--- src/rtl/priority_drain.sv ---
// priority_drain: accepts an 8-bit request vector and emits its set bits one per
// transfer, highest index first. Optional `flush` port enabled by PRIORITY_DRAIN_FLUSH_EN.
module priority_drain #(
  parameter int W = 8
) (
  input  logic         clk,
  input  logic         reset_n,
  input  logic         in_valid,
  output logic         in_ready,
  input  logic [W-1:0] in_req,
  output logic         out_valid,
  input  logic         out_ready,
  output logic [W-1:0] out_onehot,
  output logic [2:0]   out_idx,
  output logic         out_last
`ifdef PRIORITY_DRAIN_FLUSH_EN
  ,
  input  logic         flush
`endif
);

  localparam int IW = 3;

  typedef enum logic {
    IDLE  = 1'b0,
    DRAIN = 1'b1
  } state_t;

  state_t         state_r;
  state_t         state_nxt_s;
  logic [W-1:0]   pending_r;
  logic [W-1:0]   pending_nxt_s;
  logic [W-1:0]   top_s;
  logic [IW-1:0]  idx_s;
  logic           last_s;
  logic           flush_s;

  // Highest set bit as a one-hot mask; a later (higher) hit overrides a lower one.
  function automatic logic [W-1:0] top_bit(input logic [W-1:0] v);
    logic [W-1:0] res;
    res = {W{1'b0}};
    for (int i = 0; i < W; i++) begin
      if (v[i]) begin
        res    = {W{1'b0}};
        res[i] = 1'b1;
      end
    end
    return res;
  endfunction

  function automatic logic [IW-1:0] onehot_to_idx(input logic [W-1:0] oh);
    logic [IW-1:0] res;
    res = {IW{1'b0}};
    for (int i = 0; i < W; i++) begin
      if (oh[i]) begin
        res = IW'(i);
      end
    end
    return res;
  endfunction

`ifdef PRIORITY_DRAIN_FLUSH_EN
  assign flush_s = flush;
`else
  assign flush_s = 1'b0;
`endif

  // Output decode from registered pending only; pending is zero whenever idle.
  always_comb begin
    top_s  = top_bit(pending_r);
    idx_s  = onehot_to_idx(top_s);
    last_s = (pending_r != {W{1'b0}}) && ((pending_r & ~top_s) == {W{1'b0}});
  end

  assign out_onehot = top_s;
  assign out_idx    = idx_s;
  assign out_last   = last_s;
  assign out_valid  = (state_r == DRAIN);
  assign in_ready   = (state_r == IDLE) && reset_n;

  // Next-state: accept in IDLE, retire one bit per handshake in DRAIN, flush wins.
  always_comb begin
    state_nxt_s   = state_r;
    pending_nxt_s = pending_r;
    case (state_r)
      IDLE: begin
        if (in_valid && (in_req != {W{1'b0}})) begin
          state_nxt_s   = DRAIN;
          pending_nxt_s = in_req;
        end else begin
          state_nxt_s   = IDLE;
          pending_nxt_s = {W{1'b0}};
        end
      end
      DRAIN: begin
        if (flush_s) begin
          state_nxt_s   = IDLE;
          pending_nxt_s = {W{1'b0}};
        end else if (out_ready) begin
          if (last_s) begin
            state_nxt_s   = IDLE;
            pending_nxt_s = {W{1'b0}};
          end else begin
            state_nxt_s   = DRAIN;
            pending_nxt_s = pending_r & ~top_s;
          end
        end else begin
          state_nxt_s   = DRAIN;
          pending_nxt_s = pending_r;
        end
      end
      default: begin
        state_nxt_s   = IDLE;
        pending_nxt_s = {W{1'b0}};
      end
    endcase
  end

  // State and pending registers; reset discards any partially drained vector.
  always_ff @(posedge clk or negedge reset_n) begin
    if (!reset_n) begin
      state_r   <= IDLE;
      pending_r <= {W{1'b0}};
    end else begin
      state_r   <= state_nxt_s;
      pending_r <= pending_nxt_s;
    end
  end

endmodule

--- config.mk ---
export PLATFORM = sky130hd
export DESIGN_NAME = priority_drain
export DESIGN_NICKNAME = d
export VERILOG_FILES = /design/src/rtl/priority_drain.sv
export SDC_FILE = /design/constraint.sdc
export NUM_CORES = 1
export LEC_CHECK = 0
export BUFFER_PORTS_ARGS = -buffer_cell sky130_fd_sc_hd__buf_2
export CAP_MARGIN = 25
export CORE_MARGIN = 8
export CORE_UTILIZATION = 25
export CTS_BUF_LIST = sky130_fd_sc_hd__clkbuf_2
export DETAILED_ROUTE_END_ITERATION = 12
export PLACE_DENSITY_LB_ADDON = 0.08
export SLEW_MARGIN = 40
export SYNTH_ARGS = -nofsm -noshare
export SYNTH_HDL_FRONTEND = slang
export SYNTH_SLANG_ARGS = --single-unit
--- constraint.sdc ---
create_clock -name clk -period 2.6 [get_ports clk]
set_input_delay 0.52 -clock clk [delete_from_list [all_inputs] [get_ports clk]]
set_output_delay 0.52 -clock clk [all_outputs]
set_load 0.02 [all_outputs]
==> flow_summary.yaml <==
outcome:
  status: "finished clean"
sta:
  hold_viol: 0
  fin_crit_ps: 2360
  setup_ws_ps: 243
  max_slew.worst_pin.slew_ps: 526
  max_freq_ghz: 0.424
  setup_violations: 0
  drv_slew: 0
  rsz0062_at_grt: "false"
  clock-skew-final_ps: 0.185
  setup_tns_ps: 0
  timing.final.crit_share: 0.907
  maxSlewHeadroom: 0.649
logic_synthesis:
  ys_ff_latch: 9
  syn_inst: 79
  yosysTopAreaCell: "dfrtp_1"
  synthTopCellsByArea: "dfrtp_1, nand2_1, o21ai_0, and3_1, o211ai_1"
  seq_area_frac_synth: 0.355
  async_reset_ff_frac: 1.00
  syn_nets: 91
  yosys_warnings: 0
  synth_edf_count: 0
  synth.top_cell.area_share: 0.355
  synth_commonest_cells: "nand2_1, dfrtp_1, o21ai_0"
  syn-cell-area_um2: 634
  yosysUniqueCellTypes: 29
  synth.most_common_cell: "nand2_1"
  ys.flop_type: "dfrtp_1"
  syn_avg_cell_area_um2: 8.03
global_route:
  grt_pass1_vias: 674
  grt_overflow_total: 0
  grt_pass1_wl_um: 3000
  grt_start_max_net_pins: 20
  grt_usage: 0.0860
  antenna_found_initial: 0
worst_hold_path:
  hp-class: "in -> async"
clock_network:
  clk-insertion-delay-late_ps: 230
  ctsHoldBuffers: 0
  ctsResizeCount: 0
  cts_max_level: 1
  cts_tree: "done"
  clock_path_buffers: 2
  clockRootBuffer: "clkbuf_2"
  cts_setup_buffers: 0
  clkTransAtPathRegs_ps: 90
  numCtsBuffers: 3
  cts_sinks: 9
floorplanning:
  io_pins: 26
  start_util: 0.261
  dieHeight_um: 66.4
  dieArea_um2: 4400
  die_w_um: 66.4
  core_area_um2: 2430
  row_count: 18
route:
  vias: 657
  vias_per_cell: 4.90
  routed_wl_um: 1890
  ant_nets: 0
  firstDrtPassIters: 4
  wire_per_inst_um: 14.1
  post-route-drc-count: 0
  drt_iter0_drc: 27
power_and_ir_drop:
  irDropWorstVdd_mv: 0.409
  power.leakage_nw: 0.391
  p_per_area_nw_per_um2: 1220
worst_setup_path:
  worstSetupStartpointType: "register"
  slowest_delay_ps: 470
  end_kind: "output pin"
  slowest_stage: "dfrtp_1"
  required_ps: 2080
  worstPathCellList: "or3_4 > nor4_2 > a211oi_1 > o21bai_1 > buf_2"
  crit_fanout: 8
  cp.arrival_ps: 1840
  timing_worst_setup_path_type: "reg -> out"
placed_design:
  dpl.hpwl_um: 1540
  io_buffers: 25
  dp_slack_ps: 502
  placedCellCount: 130
  gp_congestion: 0.810
cells_and_area:
  area_growth_pct: 26.2
  num_antenna_cells: 0
  num-nets-final: 117
  final_cell_count_no_fill: 134
  final_layout_size_suffix_gt1_frac: 0.337
  final_util: 0.329
flow_run:
  maxCapViolCount: 0
layer usage:
layer | track usage | wire length, um
met5 | 0 | 0
met4 | 0.0480 | 18
met3 | 0.0254 | 106
met2 | 0.139 | 850
met1 | 0.0988 | 911
cells by family after synthesis:
group | after synthesis | share of synthesized area
compound gates | 24 | 0.258
buf+inv | 9 | 0.0611
flops | 9 | 0.355
simple gates | 37 | 0.325
worst max-delay path: cells and delay by family, from the launching register on:
| kind | cells | cell delay, ps |
|---|---|---|
| AO/OA/AOI/OAI | 2 | 210 |
| buffers and inverters | 1 | 180 |
| flip-flops | 1 | 470 |
| AND/OR/NAND/NOR | 2 | 750 |
metrics by stage:
stage	cell area (um^2)	hold slack, ps	power [mW]
floorplan	634	224	0.705
global placement	781	390	0.902
detailed placement	781	388	0.897
CTS	801	119	0.987
global route	801	115	1.07
finish	801	122	0.974
flip-flops by register name (all words and copies together), names as in the netlist:
name	cells
pending_r	8
out_valid	1
placed cells by master, fill, tap and decap left out:
master	synthesis	layout
a211oi_1	1	1
a21oi_1	4	4
a31oi_1	2	2
a32o_1	2	2
a41oi_1	1	1
and2_1	1	1
and3_1	5	5
buf_2	1	25
buf_4	1	1
clkbuf_2	0	4
dfrtp_1	9	9
inv_1	4	4
nand2_1	13	13
nand2b_1	1	1
nand3_1	2	2
nor2_1	3	3
nor2b_1	3	3
nor3_1	3	3
nor3_4	1	1
nor4_1	2	2
nor4_2	1	1
o211ai_1	3	3
o21ai_0	7	7
o21bai_1	1	1
o22ai_1	1	1
o31ai_1	1	1
o41ai_2	1	1
or2_2	1	1
or3_4	1	1
area by class of cell:
class | count | area, um^2
timing repair buffer | 26 | 133
tap | 30 | 37.5
multi-input combinational | 61 | 370
sequential | 9 | 225
inverter | 4 | 15.0
clock buffer | 4 | 20.0
fill | 287 | 1630
power by group:
| part | total (mW) | internal (mW) | leakage (nW) | switching (mW) |
|---|---|---|---|---|
| sequential | 0.290 | 0.185 | 0.118 | 0.105 |
| combinational | 0.598 | 0.240 | 0.256 | 0.358 |
| clock | 0.0867 | 0.0409 | 0.0166 | 0.0458 |
| total | 0.974 | 0.466 | 0.391 | 0.508 |
final timing paths:
kind                              startpoint           end  slack (ps)  cells after the start
max in group asynchronous            reset_n  pending_r[0]        2300                      1
worst min register to register  pending_r[0]  pending_r[0]         630                      1
worst min-delay path                 reset_n  pending_r[7]         120                      1
worst max-delay path            pending_r[3]    out_idx[0]         240                      5
min in group clk                   in_req[4]  pending_r[4]         530                      3
worst max register to register  pending_r[3]  pending_r[0]         950                      4
Power figures use the tool's default switching activity.
